$ cat config.mk
export PLATFORM = sky130hd
export DESIGN_NAME = quote_egress_scheduler
export DESIGN_NICKNAME = d
export VERILOG_FILES = /design/src/rtl/hft_pkg.sv /design/src/rtl/quote_egress_scheduler_rr_arbiter.sv /design/src/rtl/quote_egress_scheduler.sv
export SDC_FILE = /design/constraint.sdc
export NUM_CORES = 1
export LEC_CHECK = 0
export ABC_AREA = 1
export BUFFER_PORTS_ARGS = -buffer_cell sky130_fd_sc_hd__buf_2
export CAP_MARGIN = 20
export CORE_UTILIZATION = 59
export DETAILED_ROUTE_END_ITERATION = 10
export PLACE_DENSITY_LB_ADDON = 0.1
export SKIP_LAST_GASP = 1
export SYNTH_ARGS = -nofsm -noshare
export SYNTH_HDL_FRONTEND = slang
export SYNTH_HIERARCHICAL = 1
export SYNTH_SLANG_ARGS = --single-unit
$ cat constraint.sdc
create_clock -name i_clk -period 4.1 [get_ports i_clk]
set_clock_uncertainty 0.1 [all_clocks]
set_input_delay 0.205 -clock i_clk [delete_from_list [all_inputs] [get_ports i_clk]]
set_output_delay 0.205 -clock i_clk [all_outputs]
set_load 0.05 [all_outputs]
$ cat src/rtl/hft_pkg.sv
// Shared types for the quote egress path: FSM states, beat side encoding and the
// default-width quote record.
package hft_pkg;

    localparam int HFT_DATA_W = 32;
    localparam int HFT_QTY_W  = 32;
    localparam int HFT_TS_W   = 64;

    typedef enum logic [1:0] {
        IDLE = 2'd0,
        BUY  = 2'd1,
        SELL = 2'd2,
        DONE = 2'd3
    } egress_state_t;

    typedef enum logic {
        SIDE_BUY  = 1'b0,
        SIDE_SELL = 1'b1
    } side_t;

    typedef struct packed {
        logic [HFT_DATA_W-1:0] buy_price;
        logic [HFT_DATA_W-1:0] sell_price;
        logic [HFT_QTY_W-1:0]  quantity;
        logic [HFT_TS_W-1:0]   timestamp;
    } quote_t;

endpackage

$ cat src/rtl/quote_egress_scheduler_rr_arbiter.sv
// Combinational round-robin arbiter: grants the first requester strictly after
// i_ptr, wrapping, so i_ptr itself has the lowest priority.
module rr_arbiter #(
    parameter  int N     = 4,
    localparam int SID_W = $clog2(N)
) (
    input  logic [N-1:0]     i_req,
    input  logic [SID_W-1:0] i_ptr,
    output logic [SID_W-1:0] o_grant_id,
    output logic             o_grant_vld
);

    logic [SID_W-1:0] w_idx;

    always_comb begin
        o_grant_id  = '0;
        o_grant_vld = 1'b0;
        w_idx       = '0;
        // Scan farthest-first so the nearest requester after i_ptr is the final writer.
        for (int k = N; k >= 1; k--) begin
            w_idx = SID_W'((int'(i_ptr) + k) % N);
            if (i_req[w_idx]) begin
                o_grant_vld = 1'b1;
                o_grant_id  = w_idx;
            end
        end
    end

endmodule

$ cat src/rtl/quote_egress_scheduler.sv
// Quote egress scheduler: one coalescing quote slot per stock, round-robin grant,
// and buy/sell beat serialisation onto a valid/ready stream with per-stock throttling.
module quote_egress_scheduler
    import hft_pkg::*;
#(
    parameter  int NUM_STOCKS   = 4,
    parameter  int DATA_WIDTH   = 32,
    parameter  int QTY_WIDTH    = 32,
    parameter  int FP_WORD_SIZE = 64,
    parameter  int MIN_GAP      = 16,
    localparam int SID_W        = $clog2(NUM_STOCKS)
) (
    input  logic                    i_clk,
    input  logic                    i_reset_n,
    input  logic                    i_quote_valid,
    input  logic [SID_W-1:0]        i_stock_id,
    input  logic [DATA_WIDTH-1:0]   i_buy_price,
    input  logic [DATA_WIDTH-1:0]   i_sell_price,
    input  logic [QTY_WIDTH-1:0]    i_quantity,
    input  logic [FP_WORD_SIZE-1:0] i_timestamp,
    input  logic                    i_flush,
    input  logic                    i_ready,
    output logic                    o_valid,
    output logic                    o_side,
    output logic [SID_W-1:0]        o_stock_id,
    output logic [DATA_WIDTH-1:0]   o_price,
    output logic [QTY_WIDTH-1:0]    o_quantity,
    output logic [FP_WORD_SIZE-1:0] o_timestamp,
    output logic [15:0]             o_coalesce_cnt,
    output logic                    o_busy
);

    localparam int               GAP_W    = (MIN_GAP > 0) ? $clog2(MIN_GAP + 1) : 1;
    localparam logic [GAP_W-1:0] GAP_LOAD = GAP_W'(MIN_GAP);

    logic [DATA_WIDTH-1:0]   r_slot_buy  [NUM_STOCKS];
    logic [DATA_WIDTH-1:0]   r_slot_sell [NUM_STOCKS];
    logic [QTY_WIDTH-1:0]    r_slot_qty  [NUM_STOCKS];
    logic [FP_WORD_SIZE-1:0] r_slot_ts   [NUM_STOCKS];
    logic [GAP_W-1:0]        r_gap       [NUM_STOCKS];
    logic [NUM_STOCKS-1:0]   r_pending, r_elig;
    logic [NUM_STOCKS-1:0]   w_wr, w_take, w_elig_now, w_pending_next, w_req;

    egress_state_t           r_state;
    side_t                   r_side;
    logic [SID_W-1:0]        r_rr_ptr, r_stock;
    logic                    r_valid, r_busy;
    logic [DATA_WIDTH-1:0]   r_price, r_hold_sell;
    logic [QTY_WIDTH-1:0]    r_qty;
    logic [FP_WORD_SIZE-1:0] r_ts;
    logic [15:0]             r_coalesce_cnt;

    logic                    w_quote_ok, w_start, w_grant_vld, w_coalesce, w_busy_next;
    logic [SID_W-1:0]        w_grant_id;

    assign w_quote_ok  = i_quote_valid && !i_flush &&
                         ((i_buy_price != '0) || (i_sell_price != '0));
    // Eligibility must hold on the registered and the live view, so the registered
    // copy shortens the arbiter path while flush, grant and gap reloads act at once.
    assign w_req       = r_elig & w_elig_now;
    assign w_start     = (r_state == IDLE) && w_grant_vld && !i_flush;
    assign w_coalesce  = |(w_wr & r_pending & ~w_take);
    assign w_busy_next = (|w_pending_next) ||
                         ((r_state == IDLE) ? w_start : (r_state != DONE));

    for (genvar gi = 0; gi < NUM_STOCKS; gi++) begin : g_slot
        assign w_wr[gi]           = w_quote_ok && (i_stock_id == SID_W'(gi));
        assign w_take[gi]         = w_start && (w_grant_id == SID_W'(gi));
        assign w_elig_now[gi]     = r_pending[gi] && (r_gap[gi] == '0);
        assign w_pending_next[gi] = !i_flush && (w_wr[gi] || (r_pending[gi] && !w_take[gi]));
    end

    rr_arbiter #(.N(NUM_STOCKS)) u_rr_arbiter (
        .i_req       (w_req),
        .i_ptr       (r_rr_ptr),
        .o_grant_id  (w_grant_id),
        .o_grant_vld (w_grant_vld)
    );

    always_ff @(posedge i_clk) begin
        for (int s = 0; s < NUM_STOCKS; s++) begin
            if (w_wr[s]) begin
                r_slot_buy[s]  <= i_buy_price;
                r_slot_sell[s] <= i_sell_price;
                r_slot_qty[s]  <= i_quantity;
                r_slot_ts[s]   <= i_timestamp;
            end
        end
    end

    always_ff @(posedge i_clk or negedge i_reset_n) begin
        if (!i_reset_n) begin
            r_pending      <= '0;
            r_elig         <= '0;
            r_busy         <= 1'b0;
            r_coalesce_cnt <= '0;
            for (int s = 0; s < NUM_STOCKS; s++) r_gap[s] <= '0;
        end else begin
            r_pending <= w_pending_next;
            r_elig    <= w_elig_now;
            r_busy    <= w_busy_next;
            if (w_coalesce && (r_coalesce_cnt != 16'hFFFF))
                r_coalesce_cnt <= r_coalesce_cnt + 16'd1;
            for (int s = 0; s < NUM_STOCKS; s++) begin
                if ((r_state == DONE) && (r_stock == SID_W'(s)))
                    r_gap[s] <= GAP_LOAD;
                else if (r_gap[s] != '0)
                    r_gap[s] <= r_gap[s] - GAP_W'(1);
            end
        end
    end

    always_ff @(posedge i_clk or negedge i_reset_n) begin
        if (!i_reset_n) begin
            r_state     <= IDLE;
            r_rr_ptr    <= '0;
            r_valid     <= 1'b0;
            r_side      <= SIDE_BUY;
            r_stock     <= '0;
            r_price     <= '0;
            r_qty       <= '0;
            r_ts        <= '0;
            r_hold_sell <= '0;
        end else begin
            case (r_state)
                IDLE: if (w_start) begin
                    r_rr_ptr    <= w_grant_id;
                    r_stock     <= w_grant_id;
                    r_qty       <= r_slot_qty[w_grant_id];
                    r_ts        <= r_slot_ts[w_grant_id];
                    r_hold_sell <= r_slot_sell[w_grant_id];
                    r_valid     <= 1'b1;
                    if (r_slot_buy[w_grant_id] != '0) begin
                        r_state <= BUY;
                        r_side  <= SIDE_BUY;
                        r_price <= r_slot_buy[w_grant_id];
                    end else begin
                        r_state <= SELL;
                        r_side  <= SIDE_SELL;
                        r_price <= r_slot_sell[w_grant_id];
                    end
                end
                BUY: if (i_ready) begin
                    if (r_hold_sell != '0) begin
                        r_state <= SELL;
                        r_side  <= SIDE_SELL;
                        r_price <= r_hold_sell;
                    end else begin
                        r_state <= DONE;
                        r_valid <= 1'b0;
                    end
                end
                SELL: if (i_ready) begin
                    r_state <= DONE;
                    r_valid <= 1'b0;
                end
                DONE:    r_state <= IDLE;
                default: r_state <= IDLE;
            endcase
        end
    end

    assign o_valid        = r_valid;
    assign o_side         = r_side;
    assign o_stock_id     = r_stock;
    assign o_price        = r_price;
    assign o_quantity     = r_qty;
    assign o_timestamp    = r_ts;
    assign o_coalesce_cnt = r_coalesce_cnt;
    assign o_busy         = r_busy;

endmodule

==> results.json, run 1 <==
{
  "die_w_um": 239,
  "wirelength_met1_mm": 33.4,
  "seq_power_share_pct": 44.8,
  "number_of_cell_rows": 86,
  "dpl.cell_count": 3746,
  "die_height_um": 239,
  "layout.cells.non_filler": 4077,
  "synth-seq-area-share_pct": 73.8,
  "synth_enable_flop_cells": 640,
  "clock_tree.root_cell": "sky130_fd_sc_hd__clkbuf_16",
  "floorplan.initialDensity_pct": 60.0,
  "first_pass_iters": 5,
  "synthesis.yosys.warnings": 6,
  "drcViolationCount": 0,
  "total_leakage_power_nw": 16.2,
  "maximum_ir_drop_on_the_vdd_rail_mv": 0.705,
  "finalWeightedCongestion": 0.920,
  "final_core_utilization_pct": 73.1,
  "path_common_cell": "sky130_fd_sc_hd__nand2_1",
  "worst_path_max_delay_cell": "sky130_fd_sc_hd__a221oi_1",
  "worstPathCellList": "inv_1 > ha_1 > inv_1 > nor4_4 > and3_4 > nand2_1 > o21ai_2 > nand2_1 > nand2_1 > nand2_1 > nand3_1 > nand2_2 > inv_4 > buf_4 > nor2_4 > buf_12 > buf_4 > a221oi_1 > buf_4 > nand2_1 > nand3_1 > nand2_1",
  "timing.max_slew.rel_slack_pct": 24.5,
  "clkSlewWorstSetupHoldPaths_ns": 0.06,
  "port_buffers": 315,
  "most_common_cell_after_layout_fill_and_taps_aside": "sky130_fd_sc_hd__nand2_1",
  "timing_hold_violations_final": 0,
  "drt_wl_total_mm": 84.9,
  "fp.dieArea_sq_um": 57200,
  "postSynthNetCount": 2928,
  "critical_path_buf_inv_count": 7,
  "top_signal_layer_used": "met5",
  "finalCriticalPeriod_ns": 3.85,
  "swShare_pct": 34.3,
  "routed-wl-met2_mm": 42.0,
  "power_per_cell_area_nw_per_um2": 621,
  "ys_dominant_reg_cell": "sky130_fd_sc_hd__edfxtp_1",
  "drt_iter0_drc": 2137,
  "startpoint": "r_gap[15]$_DFFE_PN0P_",
  "design.portCount": 316,
  "area.sequential_sq_um": 24500,
  "design.final.nets": 3430,
  "grtUsageTotal_pct": 29.8,
  "cp_slowest_stage_delay_ns": 0.44,
  "timing_worst_slew_pin_value_ns": 1.13,
  "kind_of_cell_with_the_highest_combined_delay_on_the_critical_path": "simple AND/OR/NAND/NOR gates",
  "insertion_delay_ns": 0.63,
  "htree_levels": 3,
  "setup_repair_after_global_routing_missed_its_margin": "yes",
  "grt_pass1_vias": 23400,
  "clock_sinks": 851,
  "report.final.setup_viol": 0,
  "overflow": 0,
  "cts_tree": "built",
  "drt-vias-per-instance": 5.70,
  "critical_path.startpoint_type": "flop",
  "synthesis.instances": 2747,
  "layout.cells.most_common_list": "869 x sky130_fd_sc_hd__nand2_1, 640 x sky130_fd_sc_hd__edfxtp_1, 314 x sky130_fd_sc_hd__buf_2, 211 x sky130_fd_sc_hd__dfrtp_1, 177 x sky130_fd_sc_hd__nand3_1",
  "length_of_routed_met3_wiring_mm": 6.60,
  "rr_startpoint": "r_gap[15]$_DFFE_PN0P_",
  "max_cap_violations": 0,
  "grt_pass1_wl_mm": 130,
  "fin_crit_sh_pct": 93.9,
  "core_sq_um": 55300,
  "yosys.area.top_type_share_pct": 57.9,
  "power_frac_clock_pct": 30.4,
  "synthDistinctLibCells": 40,
  "synthArstFlopShare_pct": 24.8,
  "crit_path_end_kind": "flop",
  "power.internal_w": 0.0165,
  "cts_made_buffers": 84,
  "netlist_top_cells_area": "sky130_fd_sc_hd__edfxtp_1 58%, sky130_fd_sc_hd__dfrtp_1 16%, sky130_fd_sc_hd__nand2_1 9.8%",
  "grt_start_max_net_pins": 162,
  "syn_avg_cell_area_sq_um": 12.1,
  "p_sw_w": 0.00862,
  "run_status": "finished clean",
  "drtAntennaViolNets": 0,
  "synth.cell_area_sq_um": 33200,
  "setup-tns-final_ns": 0,
  "f_max_ghz": 0.260,
  "cp_data_required_time_ns": 4.51,
  "synth_seq_cells": 851,
  "layout.filler_cells": 3737,
  "clock_tree.buffer_depth": 3,
  "critical_path_fanouts_max": 22,
  "place_hpwl_mm": 48.3,
  "multi_input_area_sq_um": 7820,
  "wire_per_inst_um": 20.8,
  "fin_hold_ws_ns": 0.114,
  "report.final.slew_viol_count": 0,
  "flow.area_growth_from_synthesis_pct": 21.8,
  "comb_power_share_pct": 24.9,
  "antenna_violations_before_repair": 11,
  "synth_top_cell_by_area": "sky130_fd_sc_hd__edfxtp_1",
  "sum_of_internal_switching_and_leakage_power_w": 0.0251,
  "timing.setup.critical_path_class": "flop to flop",
  "hold_class": "primary input to async pin",
  "layout-drive-gt1-share_pct": 16.8,
  "via_count": 23200,
  "arrival_ns": 4.26
}
## layout make-up
type	instances	share of cell area [%]
diodes	10	0.0619
clock buffers	121	5.87
clock inverters	35	0.906
inverters	112	1.11
multi-input cells	1656	19.3
flip-flops and latches	851	60.6
well taps	748	2.31
repair buffers	544	9.83
## metrics by stage
step / cell area (sq um) / setup slack, ns
finish: 40400 / 0.249
global route: 40400 / -0.0416
CTS: 40200 / 0.00666
detailed placement: 35800 / 0.0815
global placement: 35800 / 0.219
floorplan: 33200 / 0.141
## path summary, 6_finish.rpt
| check | end | slack [ns] | cells past startpoint |
|---|---|---|---|
| max in group asynchronous | o_quantity[16]$_DFFE_PN0P_ | 2.72 | 3 |
| worst min register to register | o_timestamp[60]$_DFFE_PN0P_ | 0.37 | 2 |
| worst max-delay path | o_price[18]$_DFFE_PN0P_ | 0.25 | 22 |
| worst min-delay path | o_price[29]$_DFFE_PN0P_ | 0.11 | 2 |
| worst max register to register | o_price[18]$_DFFE_PN0P_ | 0.25 | 22 |
| min in group i_clk | r_slot_ts[2][60]$_DFFE_PN_ | 0.22 | 2 |
## power groups by stage
stage	Clock [W]	Sequential [W]	Combinational (W)
final	0.00763	0.0112	0.00624
after global routing	0.00806	0.0113	0.00668
after CTS	0.00770	0.0112	0.00616
after detailed placement	0	0.0113	0.00601
after global placement	0	0.0113	0.00591
after floorplan	0	0.0135	0.00203
## timing repair
| action | 4_1_cts | 5_1_grt |
|---|---|---|
| gates resized for setup | 0 | 42 |
| hold buffers | 163 | 0 |
| setup buffers | 0 | 0 |
| hold endpoints to repair | 739 | 0 |
| endpoints found under the setup margin | 0 | 148 |
## synthesized netlist by cell type, drive strengths merged, types with 2 or more instances
cell,number
a22oi,77
and3,5
ha,14
nand3,178
nor2,176
o21ai,60
a21oi,69
xnor2,8
or2,4
a211oi,11
a31oi,28
nor3,22
dfrtp,211
xor2,13
a221oi,3
nand4,80
nand2,876
edfxtp,640
o211ai,2
nor4,6
buf,66
inv,111
nand3b,2
o21a,3
clkbuf,62
a22o,14
## routing by layer
layer | global-route usage [%] | vias up
li1 | - | 10600
met1 | 38.6 | 11400
met2 | 49.8 | 968
met3 | 6.59 | 203
met4 | 11.0 | 8
met5 | 0 | -
## sequential cells by signal, indices dropped and copies added (netlist names), 4 cells and up
signal and flops:
o_coalesce_cnt 16, o_price 32, o_quantity 32, o_timestamp 64, r_elig 4, r_gap 20
r_hold_sell 32, r_pending 4, r_slot_buy 128, r_slot_qty 128, r_slot_sell 128, r_slot_ts 256
## cell families (layout without fill, tap and decap cells)
kind of cell	count (synthesis)	after routing	synth area share (%)
buf+inv	240	812	3.16
simple gates	1351	1351	16.9
other cells	0	10	0
compound gates	270	270	5.11
xor+xnor	21	21	0.554
fa+ha+maj	14	14	0.527
flops	851	851	73.8
Power figures use the tool's default switching activity.
==> run 2, diff against run 1 <==
--- a/config.mk
+++ b/config.mk
@@ -5,7 +5,6 @@
 export SDC_FILE = /design/constraint.sdc
 export NUM_CORES = 1
 export LEC_CHECK = 0
-export ABC_AREA = 1
 export BUFFER_PORTS_ARGS = -buffer_cell sky130_fd_sc_hd__buf_2
 export CAP_MARGIN = 20
 export CORE_UTILIZATION = 59
==> run 2 against run 1 <==
  * The run now ends with negative setup slack left
  * Via count shrank 17%
  * Non-clock buffer count grew 47
  * Synthesized cell count shrank 31%
  * Fmax shrank 6.9%
  * Clock power grew 5.4%
  * Critical endpoint is now o_price[10]$_DFFE_PN0P_
  * Largest power group unchanged
==> results.json, run 2 <==
{
  "cp_data_required_time_ns": 4.53,
  "insertion_delay_ns": 0.64,
  "path_common_cell": "sky130_fd_sc_hd__buf_12",
  "syn_avg_cell_area_sq_um": 17.2,
  "htree_levels": 3,
  "synth_top_family_by_area": "multiplexers",
  "most_common_cell_after_layout_fill_and_taps_aside": "sky130_fd_sc_hd__edfxtp_1",
  "maximum_ir_drop_on_the_vdd_rail_mv": 0.402,
  "synth_top_cell_by_area": "sky130_fd_sc_hd__edfxtp_1",
  "drcViolationCount": 0,
  "floorplan.initialDensity_pct": 59.9,
  "fin_ws_ns": -0.0376,
  "fin_hold_ws_ns": 0.0670,
  "synth.cell_area_sq_um": 32300,
  "post_synthesis_xor_xnor_area_fraction_pct": 0.650,
  "report.final.slew_viol_count": 0,
  "clock_sinks": 851,
  "drtAntennaViolNets": 0,
  "first_pass_iters": 7,
  "wire_per_inst_um": 24.2,
  "drt_iter0_drc": 1909,
  "drt_wl_total_mm": 78.5,
  "synthArstFlopShare_pct": 24.8,
  "area.sequential_sq_um": 24500,
  "report.final.setup_viol": 9,
  "synthMostInstantiatedCell": "sky130_fd_sc_hd__edfxtp_1",
  "drt-vias-per-instance": 5.91,
  "flow.area_growth_from_synthesis_pct": 25.1,
  "ys_dominant_reg_cell": "sky130_fd_sc_hd__edfxtp_1",
  "fin_crit_sh_pct": 101,
  "layout.filler_cells": 3158,
  "yosys.area.top_type_share_pct": 59.4,
  "sum_of_internal_switching_and_leakage_power_w": 0.0212,
  "timing_hold_violations_final": 0,
  "antenna_violations_before_repair": 15,
  "max_cap_violations": 0,
  "timing.setup.critical_path_class": "flop to flop",
  "grtUsageTotal_pct": 28.5,
  "crit_path_end_kind": "flop",
  "setup_repair_after_global_routing_missed_its_margin": "yes",
  "fp.dieArea_sq_um": 55800,
  "design.portCount": 316,
  "synth_commonest_cells": "640 x sky130_fd_sc_hd__edfxtp_1, 449 x sky130_fd_sc_hd__nand2_1, 211 x sky130_fd_sc_hd__dfrtp_1, 160 x sky130_fd_sc_hd__mux4_2, 53 x sky130_fd_sc_hd__clkbuf_1",
  "synth-seq-area-share_pct": 75.8,
  "grt_pass1_vias": 19700,
  "post_synth_fa_ha_maj_area_fraction_pct": 0.542,
  "number_of_cell_rows": 85,
  "die_height_um": 236,
  "cts_made_buffers": 85,
  "timing_worst_slew_pin_value_ns": 0.937,
  "grt_start_max_net_pins": 128,
  "layout-drive-gt1-share_pct": 29.4,
  "synthesis.instances": 1883,
  "kind_of_cell_with_the_highest_combined_delay_on_the_critical_path": "simple AND/OR/NAND/NOR gates",
  "synthesis.yosys.warnings": 6,
  "synthDistinctLibCells": 50,
  "worstPathCellList": "inv_2 > ha_4 > nor4b_4 > and3_4 > and2b_2 > buf_6 > nand2b_4 > o221ai_4 > buf_12 > buf_16 > buf_4 > mux4_2 > nor4_1 > nand4_1 > nor2_4 > buf_12 > buf_12 > a211oi_1 > o31ai_1",
  "muxShareOfSynthArea_pct": 11.3,
  "critical_path.startpoint_type": "flop",
  "run_status": "finished, violations left",
  "postSynthNetCount": 2064,
  "layout.cells.most_common_list": "640 x sky130_fd_sc_hd__edfxtp_1, 448 x sky130_fd_sc_hd__nand2_1, 314 x sky130_fd_sc_hd__buf_2, 211 x sky130_fd_sc_hd__dfrtp_1, 168 x sky130_fd_sc_hd__dlygate4sd3_1",
  "hold_class": "primary input to flop",
  "cp_slowest_stage_delay_ns": 0.43,
  "worst_path_max_delay_cell": "sky130_fd_sc_hd__mux4_2",
  "synth_enable_flop_cells": 640,
  "overflow": 0,
  "finalCriticalPeriod_ns": 4.14,
  "port_buffers": 315,
  "design.final.nets": 2653,
  "cts_tree": "built",
  "critical_path_fanouts_max": 10,
  "netlist_top_cells_area": "sky130_fd_sc_hd__edfxtp_1 59%, sky130_fd_sc_hd__dfrtp_1 16%, sky130_fd_sc_hd__mux4_2 11%",
  "post_synth_and_or_nand_nor_area_fraction_pct": 8.00,
  "arrival_ns": 4.57,
  "clkSlewWorstSetupHoldPaths_ns": 0.06,
  "clock_tree.root_cell": "sky130_fd_sc_hd__clkbuf_16",
  "critical_path_buf_inv_count": 7,
  "total_leakage_power_nw": 15.6,
  "die_w_um": 236,
  "power_per_cell_area_nw_per_um2": 525,
  "timing.max_slew.rel_slack_pct": 37.5,
  "multi_input_area_sq_um": 7620,
  "max_reg_flops": 256,
  "synth_compound_area_share_pct": 2.31,
  "via_count": 19200,
  "place_hpwl_mm": 46.2,
  "max_flop_register": "r_slot_ts",
  "finalWeightedCongestion": 0.837,
  "violations": "negative setup slack",
  "grt_pass1_wl_mm": 118,
  "core_sq_um": 54000,
  "clock_tree.buffer_depth": 3,
  "f_max_ghz": 0.242,
  "synth_seq_cells": 851
}
==> run 2: metal layers <==
metal | up-vias | global-route usage, % | wire (um)
met5 | - | 0.0866 | 99
met4 | 16 | 9.94 | 2600
met3 | 180 | 6.68 | 5680
met2 | 739 | 45.4 | 38500
met1 | 9875 | 39.2 | 31700
li1 | 8378 | - | -
==> run 2: timing repair <==
item	in CTS	in global routing
hold buffers	168	0
pin swaps	1	19
hold endpoints to repair	737	0
gates cloned	0	4
setup buffers	1	14
resized for setup	5	31
setup endpoints to repair	52	78
==> run 2: final timing paths <==
path | slack (ns) | cells after the start | to | from
min in group asynchronous | 0.13 | 2 | r_gap[14]$_DFFE_PN0P_ | i_reset_n
min | 0.07 | 3 | o_busy$_DFF_PN0_ | i_stock_id[1]
max | -0.04 | 19 | o_price[10]$_DFFE_PN0P_ | r_gap[6]$_DFFE_PN0P_
max in group asynchronous | 2.78 | 3 | o_timestamp[43]$_DFFE_PN0P_ | i_reset_n
min reg2reg | 0.37 | 2 | o_timestamp[6]$_DFFE_PN0P_ | o_timestamp[6]$_DFFE_PN0P_
max reg2reg | -0.04 | 19 | o_price[10]$_DFFE_PN0P_ | r_gap[6]$_DFFE_PN0P_
==> run 2: area by class of cell <==
type                       count  area share (%)
antenna                        9          0.0557
clock buffer                 121            5.89
clock inverter                38            1.36
inverter                      23           0.251
multi-input combinational    920            18.8
sequential                   851            60.6
tap                          696            2.15
timing repair buffer         591            10.9
==> run 2: logic make-up (layout without fill, tap and decap cells) <==
kind of cell	after synthesis	after routing
simple gates	608	608
fa+ha+maj	14	14
mux	166	166
other cells	0	9
flops	851	851
compound gates	108	108
xor+xnor	24	24
buf+inv	112	773
==> run 2: tightest hold or removal path, stage by stage <==
cell and delay [ns]:
sky130_fd_sc_hd__buf_2 0.20, sky130_fd_sc_hd__a211oi_1 0.11, sky130_fd_sc_hd__o221ai_1 0.21
==> run 2: through the flow <==
stage	instances	setup slack (ns)	setup TNS [ns]	instance area, sq um	util (%)
2_1_floorplan	1883	-2.23	-778.00	32400	-
3_3_place_gp	2894	-0.0854	-0.917	35400	65.5
3_5_place_dp	2894	-0.221	-4.78	35400	65.5
4_1_cts	3222	-0.00176	-0.00176	40000	74.1
5_1_grt	3246	-0.122	-2.56	40400	74.8
6_report	3249	-0.0376	-0.148	40400	74.9
==> run 2: power breakdown <==
group	internal [W]	leakage [nW]	total [W]	switching, W
clock	0.00474	1.42	0.00804	0.00330
sequential	0.00985	8.66	0.0102	0.000382
combinational	0.000971	5.57	0.00297	0.00200
total	0.0156	15.6	0.0212	0.00568
